## config.mk

```make
export PLATFORM = sky130hd
export DESIGN_NAME = bcd_press_counter_mux
export DESIGN_NICKNAME = d
export VERILOG_FILES = /design/src/rtl/bcd_press_counter_mux.sv
export SDC_FILE = /design/constraint.sdc
export NUM_CORES = 1
export LEC_CHECK = 0
export CAP_MARGIN = 20
export CORE_MARGIN = 10
export CORE_UTILIZATION = 52
export DETAILED_ROUTE_END_ITERATION = 8
export GPL_ROUTABILITY_DRIVEN = 1
export PLACE_DENSITY = 0.79
export SLEW_MARGIN = 0
export SYNTH_ARGS = -nofsm -noshare
export SYNTH_HDL_FRONTEND = slang
export SYNTH_SLANG_ARGS = --single-unit
```

## constraint.sdc

```tcl
create_clock -name clk -period 1.99 [get_ports clk]
set_input_delay 0.2985 -clock clk [delete_from_list [all_inputs] [get_ports clk]]
set_output_delay 0.2985 -clock clk [all_outputs]
set_load 0.02 [all_outputs]
```

## src/rtl/bcd_press_counter_mux.sv

```systemverilog
// Debounced press counter with BCD up/down count, modulo wrap, auto-repeat
// and a tick-paced multiplexed 8-segment display driver.
module bcd_press_counter_mux #(
    parameter int CLK_DIV        = 44801,
    parameter int DEBOUNCE_TICKS = 10,
    parameter int REPEAT_TICKS   = 0,
    parameter int DIGITS         = 2,
    parameter int MAX_COUNT      = 99,
    parameter int BLANK_LZ       = 0
) (
    input  logic                  clk,
    input  logic                  rst,
    input  logic                  btn,
    input  logic                  clr,
    input  logic                  up,
    output logic [7:0]            seg,
    output logic [DIGITS-1:0]     seg_on,
    output logic [4*DIGITS-1:0]   count_bcd,
    output logic                  wrap
);

    localparam int DW = $clog2(CLK_DIV + 1);
    localparam int BW = $clog2(DEBOUNCE_TICKS + 1);
    localparam int RW = (REPEAT_TICKS > 0) ? $clog2(REPEAT_TICKS + 1) : 1;
    localparam int IW = (DIGITS > 1) ? $clog2(DIGITS) : 1;
    localparam int CW = 4 * DIGITS;

    function automatic logic [31:0] f_to_bcd(input int v);
        logic [31:0] r;
        int          t;
        r = '0;
        t = v;
        for (int i = 0; i < 8; i++) begin
            r[4*i +: 4] = 4'(t % 10);
            t = t / 10;
        end
        return r;
    endfunction

    function automatic logic [7:0] f_decode(input logic [3:0] d);
        logic [7:0] s;
        case (d)
            4'd0:    s = 8'hFC;
            4'd1:    s = 8'h60;
            4'd2:    s = 8'hDA;
            4'd3:    s = 8'hF2;
            4'd4:    s = 8'h66;
            4'd5:    s = 8'hB6;
            4'd6:    s = 8'hBE;
            4'd7:    s = 8'hE0;
            4'd8:    s = 8'hFE;
            4'd9:    s = 8'hF6;
            default: s = 8'h00;
        endcase
        return s;
    endfunction

    localparam logic [31:0] MAX_BCD32 = f_to_bcd(MAX_COUNT);
    localparam logic [CW-1:0] MAX_BCD = MAX_BCD32[CW-1:0];

    logic [2:0]    r_sync1;
    logic [2:0]    r_sync2;
    logic [DW-1:0] r_div;
    logic [BW-1:0] r_db;
    logic [RW-1:0] r_rep;
    logic [CW-1:0] r_cnt;
    logic          r_wrap;
    logic [IW-1:0] r_idx;
    logic [7:0]    r_seg;
    logic [DIGITS-1:0] r_seg_on;

    logic          w_btn_s;
    logic          w_clr_s;
    logic          w_up_s;
    logic          w_tick;
    logic          w_event;
    logic [CW-1:0] w_inc;
    logic [CW-1:0] w_dec;
    logic          w_carry;
    logic          w_borrow;
    logic [IW-1:0] w_idx_nxt;
    logic [3:0]    w_digit;
    logic [DIGITS-1:0] w_lz;
    logic          w_zero_run;
    logic          w_blank;

    // Two-flop synchronizers for {up, clr, btn}
    always_ff @(posedge clk or negedge rst) begin
        if (!rst) begin
            r_sync1 <= '0;
            r_sync2 <= '0;
        end else begin
            r_sync1 <= {up, clr, btn};
            r_sync2 <= r_sync1;
        end
    end

    assign w_btn_s = r_sync2[0];
    assign w_clr_s = r_sync2[1];
    assign w_up_s  = r_sync2[2];

    assign w_tick = (r_div == DW'(CLK_DIV - 1));

    always_ff @(posedge clk or negedge rst) begin
        if (!rst) begin
            r_div <= '0;
        end else if (w_tick) begin
            r_div <= '0;
        end else begin
            r_div <= r_div + DW'(1);
        end
    end

    always_ff @(posedge clk or negedge rst) begin
        if (!rst) begin
            r_db  <= '0;
            r_rep <= '0;
        end else if (w_tick) begin
            if (!w_btn_s) begin
                r_db  <= '0;
                r_rep <= '0;
            end else if (int'(r_db) < DEBOUNCE_TICKS) begin
                r_db <= r_db + BW'(1);
            end else if (REPEAT_TICKS != 0) begin
                if (int'(r_rep) + 1 >= REPEAT_TICKS) begin
                    r_rep <= '0;
                end else begin
                    r_rep <= r_rep + RW'(1);
                end
            end
        end
    end

    always_comb begin
        w_event = 1'b0;
        if (w_tick && w_btn_s) begin
            if (int'(r_db) < DEBOUNCE_TICKS) begin
                w_event = (int'(r_db) + 1 == DEBOUNCE_TICKS);
            end else if (REPEAT_TICKS != 0) begin
                w_event = (int'(r_rep) + 1 >= REPEAT_TICKS);
            end
        end
    end

    // Ripple BCD increment/decrement of the whole count
    always_comb begin
        w_inc    = '0;
        w_dec    = '0;
        w_carry  = 1'b1;
        w_borrow = 1'b1;
        for (int i = 0; i < DIGITS; i++) begin
            if (!w_carry) begin
                w_inc[4*i +: 4] = r_cnt[4*i +: 4];
            end else if (r_cnt[4*i +: 4] >= 4'd9) begin
                w_inc[4*i +: 4] = 4'd0;
            end else begin
                w_inc[4*i +: 4] = r_cnt[4*i +: 4] + 4'd1;
                w_carry         = 1'b0;
            end
            if (!w_borrow) begin
                w_dec[4*i +: 4] = r_cnt[4*i +: 4];
            end else if (r_cnt[4*i +: 4] == 4'd0) begin
                w_dec[4*i +: 4] = 4'd9;
            end else begin
                w_dec[4*i +: 4] = r_cnt[4*i +: 4] - 4'd1;
                w_borrow        = 1'b0;
            end
        end
    end

    always_ff @(posedge clk or negedge rst) begin
        if (!rst) begin
            r_cnt  <= '0;
            r_wrap <= 1'b0;
        end else if (w_clr_s) begin
            r_cnt  <= '0;
            r_wrap <= 1'b0;
        end else if (w_event && w_up_s) begin
            if (r_cnt == MAX_BCD) begin
                r_cnt  <= '0;
                r_wrap <= 1'b1;
            end else begin
                r_cnt  <= w_inc;
                r_wrap <= 1'b0;
            end
        end else if (w_event) begin
            if (r_cnt == '0) begin
                r_cnt  <= MAX_BCD;
                r_wrap <= 1'b1;
            end else begin
                r_cnt  <= w_dec;
                r_wrap <= 1'b0;
            end
        end else begin
            r_wrap <= 1'b0;
        end
    end

    assign w_idx_nxt = (int'(r_idx) >= DIGITS - 1) ? '0 : r_idx + IW'(1);

    // w_lz[i]: digit i and every digit above it are zero
    always_comb begin
        w_lz       = '0;
        w_zero_run = 1'b1;
        for (int i = DIGITS - 1; i >= 0; i--) begin
            w_zero_run = w_zero_run && (r_cnt[4*i +: 4] == 4'd0);
            w_lz[i]    = w_zero_run;
        end
    end

    always_comb begin
        w_digit = 4'd0;
        w_blank = 1'b0;
        for (int i = 0; i < DIGITS; i++) begin
            if (w_idx_nxt == IW'(i)) begin
                w_digit = r_cnt[4*i +: 4];
                w_blank = (BLANK_LZ != 0) && (i > 0) && w_lz[i];
            end
        end
    end

    always_ff @(posedge clk or negedge rst) begin
        if (!rst) begin
            r_idx    <= '0;
            r_seg    <= 8'h00;
            r_seg_on <= '1;
        end else if (w_tick) begin
            r_idx    <= w_idx_nxt;
            r_seg    <= w_blank ? 8'h00 : f_decode(w_digit);
            r_seg_on <= ~(DIGITS'(1) << w_idx_nxt);
        end
    end

    assign seg       = r_seg;
    assign seg_on    = r_seg_on;
    assign count_bcd = r_cnt;
    assign wrap      = r_wrap;

endmodule
```

# Word level (Yosys, flattened, before mapping)
# Memory sizes are Yosys's and may differ from the RTL's. A register that Yosys moved wholly into a read port is not among the register bits.
# Cells that the tools add are included.
[classes] n_addsub=8 mul=0 div=0 magnitude_cmp=4 n_eq_ne=5 shift=1 n_mux=25 bitwise_logic=1 n_reduce_logical=10
[op_table] operator="$mux W8" count=5
[op_table] operator="$mux W4" count=9
[op_table] operator="$add A16 B1 Y16 const B" count=1
[op_table] operator="$eq A16 B16 Y1 const B" count=1
[op_table] operator="$mux W16" count=1
[op_table] operator="$add A4 B1 Y4 const B" count=3
[op_table] operator="$mux W1" count=10
[op_table] operator="$eq A8 B8 Y1 const B" count=1
[op_table] operator="$ge A4 B4 Y1 const B" count=2
[op_table] operator="$logic_not A4 Y1" count=2
[op_table] operator="$logic_not A8 Y1" count=1
[op_table] operator="$sub A4 B1 Y4 const B" count=2
[op_table] operator="$add A4 B1 Y5 const B" count=1
[op_table] operator="$eq A5 B4 Y1 const B" count=1
[op_table] operator="$lt A4 B4 Y1 const B" count=1
[op_table] operator="$ne A4 B2 Y1 const B" count=1
[op_table] operator="$reduce_bool A4 Y1" count=1
[op_table] operator="$reduce_and A3 Y1" count=1
[op_table] operator="$reduce_bool A3 Y1" count=1
[op_table] operator="$logic_and A1 B1 Y1" count=2
[op_table] operator="$ne A2 B1 Y1 const B" count=1
[op_table] operator="$not A2 Y2" count=1
[op_table] operator="$reduce_and A2 Y1" count=1
[op_table] operator="$shl A1 B1 Y2 const A" count=1
[op_table] operator="3 further kinds" count=3
[word_totals] regBits=46 latch_bits=0 ram_bits=0 mem_bits_ro=112 output_inout_bits=19 memories=1
[memory_table] name="(no name shown)" words=16 width=7 rd=1 rd_ports_with_merged_regs=1 write_ports=0 line="42" source="case (d)"

# Depth between registers and ports, before layout
[logic_depth] depth_word=7 depth_mapped=9 depth_no_buf=8

# Worst setup path before layout
# OpenSTA, ideal clock, no wires.
[synth_path] path_type="reg2reg" start="register r_cnt[1] (netlist: count_bcd[1])" end="register r_cnt[7] (netlist: count_bcd[7])" setup_time_ns=0.125 t_arrival_ns=2.117 t_required_ns=1.865 path_slack_ns=-0.252 path_stages_with_launch=8 n_path_buf=0 period_less_slack_ns=2.242 path_cell_list="dfrtp_1 inv_1 ha_1 or3b_2 a31oi_1 nor3b_2 nor2_1 mux2_2"
[synth_via] elab_chain_len=5
[synth_rtl] element="start, declared" line="66" source="logic [CW-1:0] r_cnt;"
[synth_rtl] element="start signal, assigned" line="183" source="r_cnt <= w_inc;"
[synth_rtl] element="start signal, assigned" line="191" source="r_cnt <= w_dec;"
[synth_rtl] element="branches (longest 5 deep; another with $ge A4 B4 Y1)"
# Several ways; the timed one is not identified. The select of a mux whose other input is x is not followed.
# A chain may end at the register's enable or synchronous reset.

# Worst setup path after layout
[layout_path] start="register r_div[6]" end="register r_cnt[7] (netlist: count_bcd[7])"
[layout_via] elab_chain_len=6
[layout_rtl] element="start, declared" line="63" source="logic [DW-1:0] r_div;"
[layout_rtl] element="start signal, assigned" line="110" source="r_div <= r_div + DW'(1);"
[layout_rtl] element="$eq A16 B16 Y1 *" line="102" source="assign w_tick = (r_div == DW'(CLK_DIV - 1));"
[layout_rtl] element="$logic_and A1 B1 Y1 *" line="136" source="if (w_tick && w_btn_s) begin"
[layout_rtl] element="$mux W1 *" line="136"
[layout_rtl] element="$logic_and A1 B1 Y1" line="178" source="end else if (w_event && w_up_s) begin"
[layout_rtl] element="$ne A4 B2 Y1 (no line) (tied with other cells)"
[layout_rtl] element="$reduce_and A3 Y1 (no line) or $mux W8 (tied branches)"
# Mark *: on every way between the ends. The rest lies on a longest branch, timed or not.

==> metrics.md <==
| Metric | Value |
|---|---|
| Status | finished with violations |
| Failing checks | setup timing |
| CTS clk-pin slew, worst paths | 0.09 ns |
| Post-synth cell types | 58 |
| Fin crit period | 2.119 ns |
| I/O pins | 24 |
| Post-DP HPWL | 4723 um |
| Total grt overflow | 0 |
| Unrepaired setup endpoints after global routing | true |
| H-Tree Depth | 2 |
| Worst-case reg-to-reg path depth | 6 |
| Main combinational cell family by area after synthesis | simple AND/OR/NAND/NOR gates |
| Hold Path Origin | r_sync1[1] |
| CORE AREA | 0.004786 mm^2 |
| Nets | 368 |
| Multi-input gate area | 0.001589 mm^2 |
| Mux share of post-synthesis cell area | 0.03258 |
| First-pass GRT wire length | 11130 um |
| Post-synth EDFFs | 0 |
| Post-Synth Simple-Gate Area | 0.2214 |
| Critical register-to-register path startpoint | r_div[6] |
| Worst R2R Setup Slack | -0.13 ns |
| Synthesized area | 0.002611 mm^2 |
| Largest net degree at the start of global routing | 46 |
| Share of cells above drive strength 1 | 0.3477 |
| Final Max Slew Viols | 0 |
| Row count | 25 |
| Final worst-path cycle share | 1.065 |
| Die width | 90.87 um |
| First-pass DRT Iterations | 4 |
| Synth Area in Compound Gates | 0.1533 |
| Die Footprint | 0.008256 mm^2 |
| Buffers on Ports | 22 |
| Synth async-reset ratio | 1.000 |
| Setup crit end kind | flip-flop |
| # DRC | 0 |
| Post-route ant nets | 0 |
| Met3 Routed Length | 412 um |
| Fin util | 0.7613 |
| WL final | 6998 um |
| Gr usage total | 0.1637 |
| Fmax | 471.8 MHz |
| Pwr Density | 620.0 mW/mm^2 |
| PnR Total Power | 2259 uW |
| Synth-to-Final Area Change | 39.53% |
| VDD IR max | 559.3 uV |
| Finish-stage setup viols | 15 |
| Antenna cells | 0 |
| Worst Skew | 0.009882 ns |
| Seq/Total Area, Yosys | 0.4322 |
| Post-synthesis xor/xnor area fraction | 0.04025 |
| Final hold viol count | 0 |
| Reg-to-Reg End | count_bcd[7] |
| Pleak | 0.001648 uW |
| Maxcap violations | 0 |
| Post-Syn Area per Cell | 9.671 um^2 |
| CTS buffer count | 5 |
| Final worst slack | -0.1294 ns |
| Setup_tns | -1.004 ns |
| Cells after DPL | 396 |
| Syn nets | 291 |
| Die height | 90.87 um |
| Routed len/inst | 16.86 um |
| Vias | 2346 |
| TritonCTS clock tree | done |
| Vias in the first global route | 2317 |
| HP Class | reg2reg |
| WP data required | 2.19 ns |
| Depth of the worst hold-timing path | 0 |
| Critical path type | reg2reg |
| Clk Latency, worst-skew pair | 0.31 ns |
| Met2 WL | 3539 um |
| Reg area | 0.001131 mm^2 |
| Initial core utilization | 0.5456 |
| Critical path peak fanout | 4 |
| Filler cells | 316 |
| Avg Vias per Cell | 5.653 |
| Synth Register Bits | 45 |
| Worst Path Arrival | 2.32 ns |
| CTS root buf | clkbuf_8 |
| GP Congestion | 0.9067 |
| Hold EP | r_sync2[1] |
| Final Non-Filler Cells | 415 |
| Initial DRC count | 134 |
| Clock sinks | 45 |
| Top Metal Used | met4 |
| Met1 WL | 2904 um |
| Slew @ Worst Pin | 0.5693 ns |
| Synth Instances | 270 |
| Ys flop type | dfrtp_1 |
| Clock Path Buffers | 2 |
| Adder-cell area share of the yosys netlist | 0.07667 |
| Initial antenna violation count | 0 |
| YS warnings | 0 |
| Slew headroom | 0.6205 |
| Crit start category | flip-flop |
## per-layer routing
metal / global-route usage / vias up
met5: 0 / -
met4: 0.06005 / 0
met3: 0.03907 / 19
met2: 0.2825 / 70
met1: 0.1918 / 1129
li1: - / 1128
## area by class of cell
| type | count | share of cell area |
|---|---|---|
| Multi-Input combinational cell | 201 | 0.4361 |
| Timing Repair Buffer | 80 | 0.1909 |
| Clock buffer | 5 | 0.01889 |
| Clock inverter | 3 | 0.006181 |
| Sequential cell | 45 | 0.3104 |
| Inverter | 14 | 0.01442 |
| Tap cell | 67 | 0.02301 |
## kinds of logic (layout without fill, tap and decap cells)
| group | after synthesis | after routing |
|---|---|---|
| AO/OA/AOI/OAI | 61 | 61 |
| XOR/XNOR | 12 | 12 |
| adder cells (fa/ha/maj) | 16 | 16 |
| buffers and inverters | 25 | 102 |
| flip-flops | 45 | 45 |
| multiplexers | 8 | 8 |
| other | 1 | 1 |
| AND/OR/NAND/NOR | 102 | 103 |
## through the flow
stage | instance area, um^2 | hold slack [ns] | setup slack (ns)
6_report | 3643 | 0.3553 | -0.1294
5_1_grt | 3643 | 0.3740 | -0.2030
4_1_cts | 3531 | 0.3582 | -0.1057
3_5_place_dp | 3304 | 0.2970 | -0.1244
3_3_place_gp | 3304 | 0.2927 | -0.08616
2_1_floorplan | 2696 | 0.002909 | -0.1156
## power by group
group	switching, uW	internal, uW	total (uW)
logic	370	302	672
clock network	331	249	580
registers	62.7	944	1010
total	764	1500	2260
## synthesized netlist by cell type, types with 2 or more instances
cell / count / share of area
a211o_1: 2 / 0.0067
a21o_1: 2 / 0.0057
a21oi_1: 18 / 0.035
a311oi_1: 3 / 0.010
a31oi_1: 5 / 0.012
and2_1: 3 / 0.0072
and3_1: 3 / 0.0072
and4_1: 3 / 0.010
buf_2: 4 / 0.0077
clkbuf_1: 5 / 0.0072
dfrtp_1: 43 / 0.41
dfstp_2: 2 / 0.020
ha_1: 16 / 0.077
inv_1: 14 / 0.020
mux2_2: 3 / 0.013
mux2i_1: 4 / 0.015
nand2_1: 23 / 0.033
nand2b_1: 3 / 0.0072
nand3_1: 10 / 0.019
nand3b_1: 3 / 0.0086
nand4_1: 7 / 0.017
nor2_1: 25 / 0.036
nor2b_1: 4 / 0.0096
nor3_1: 2 / 0.0038
nor4_1: 2 / 0.0048
o21ai_0: 10 / 0.019
o21bai_1: 3 / 0.0086
o22ai_1: 4 / 0.0096
o2bb2ai_1: 2 / 0.0067
o31ai_1: 2 / 0.0057
or3b_2: 2 / 0.0067
or4_1: 2 / 0.0057
xnor2_1: 8 / 0.027
xor2_1: 4 / 0.013
## critical path: stages (launching register included)
cell	delay, ns
dfrtp_1	0.38
or4b_4	0.58
nor4_2	0.27
buf_4	0.15
nor3b_4	0.25
nor2_2	0.09
mux2_2	0.28
## timing repair
item,4_1_cts,5_1_grt
resized for setup,16,26
hold endpoints to repair,43,0
endpoints found under the setup margin,20,24
gates cloned,1,0
buffers inserted,6,4
pin swaps,11,17
hold buffers,1,0
## layout by cell type, fill, tap and decap left out, types with 3 or more instances in the layout
master            n
o21ai_0           7
buf_4            49
nand4_1           7
nor2_2            3
and4_1            3
a21oi_1          14
buf_6             6
nand2_2           3
clkbuf_8          5
mux2i_1           3
xnor2_1           7
dfrtp_1          41
nand3b_1          3
inv_1            12
a31oi_1           4
or4_4             3
nand3_2           4
and3_1            3
nor2_1           21
a21oi_2           4
nand2b_1          3
nor2b_1           4
nand3_1           6
o21bai_1          3
nand2_1          20
ha_1             13
clkdlybuf4s50_1  21
xor2_1            4
## registers in the layout, summed over array words and instances, names as in the netlist
name	cells
seg	7
count_bcd	8
wrap	1
seg_on	2
r_db	4
r_sync2	3
r_div	16
r_sync1	3
r_idx	1
## worst max-delay path by stage
stage / from / end / slack, ns / cells past startpoint
4_1_cts: r_db[0] / count_bcd[7] / -0.11 / 6
6_report: r_div[6] / count_bcd[7] / -0.13 / 6
5_1_grt: r_db[1] / count_bcd[7] / -0.20 / 9
2_1_floorplan: r_db[0] / count_bcd[7] / -0.12 / 6
3_3_place_gp: r_div[5] / count_bcd[7] / -0.09 / 6
3_5_place_dp: r_div[5] / count_bcd[7] / -0.12 / 6
No activity file was read; power rests on OpenSTA's default activity.
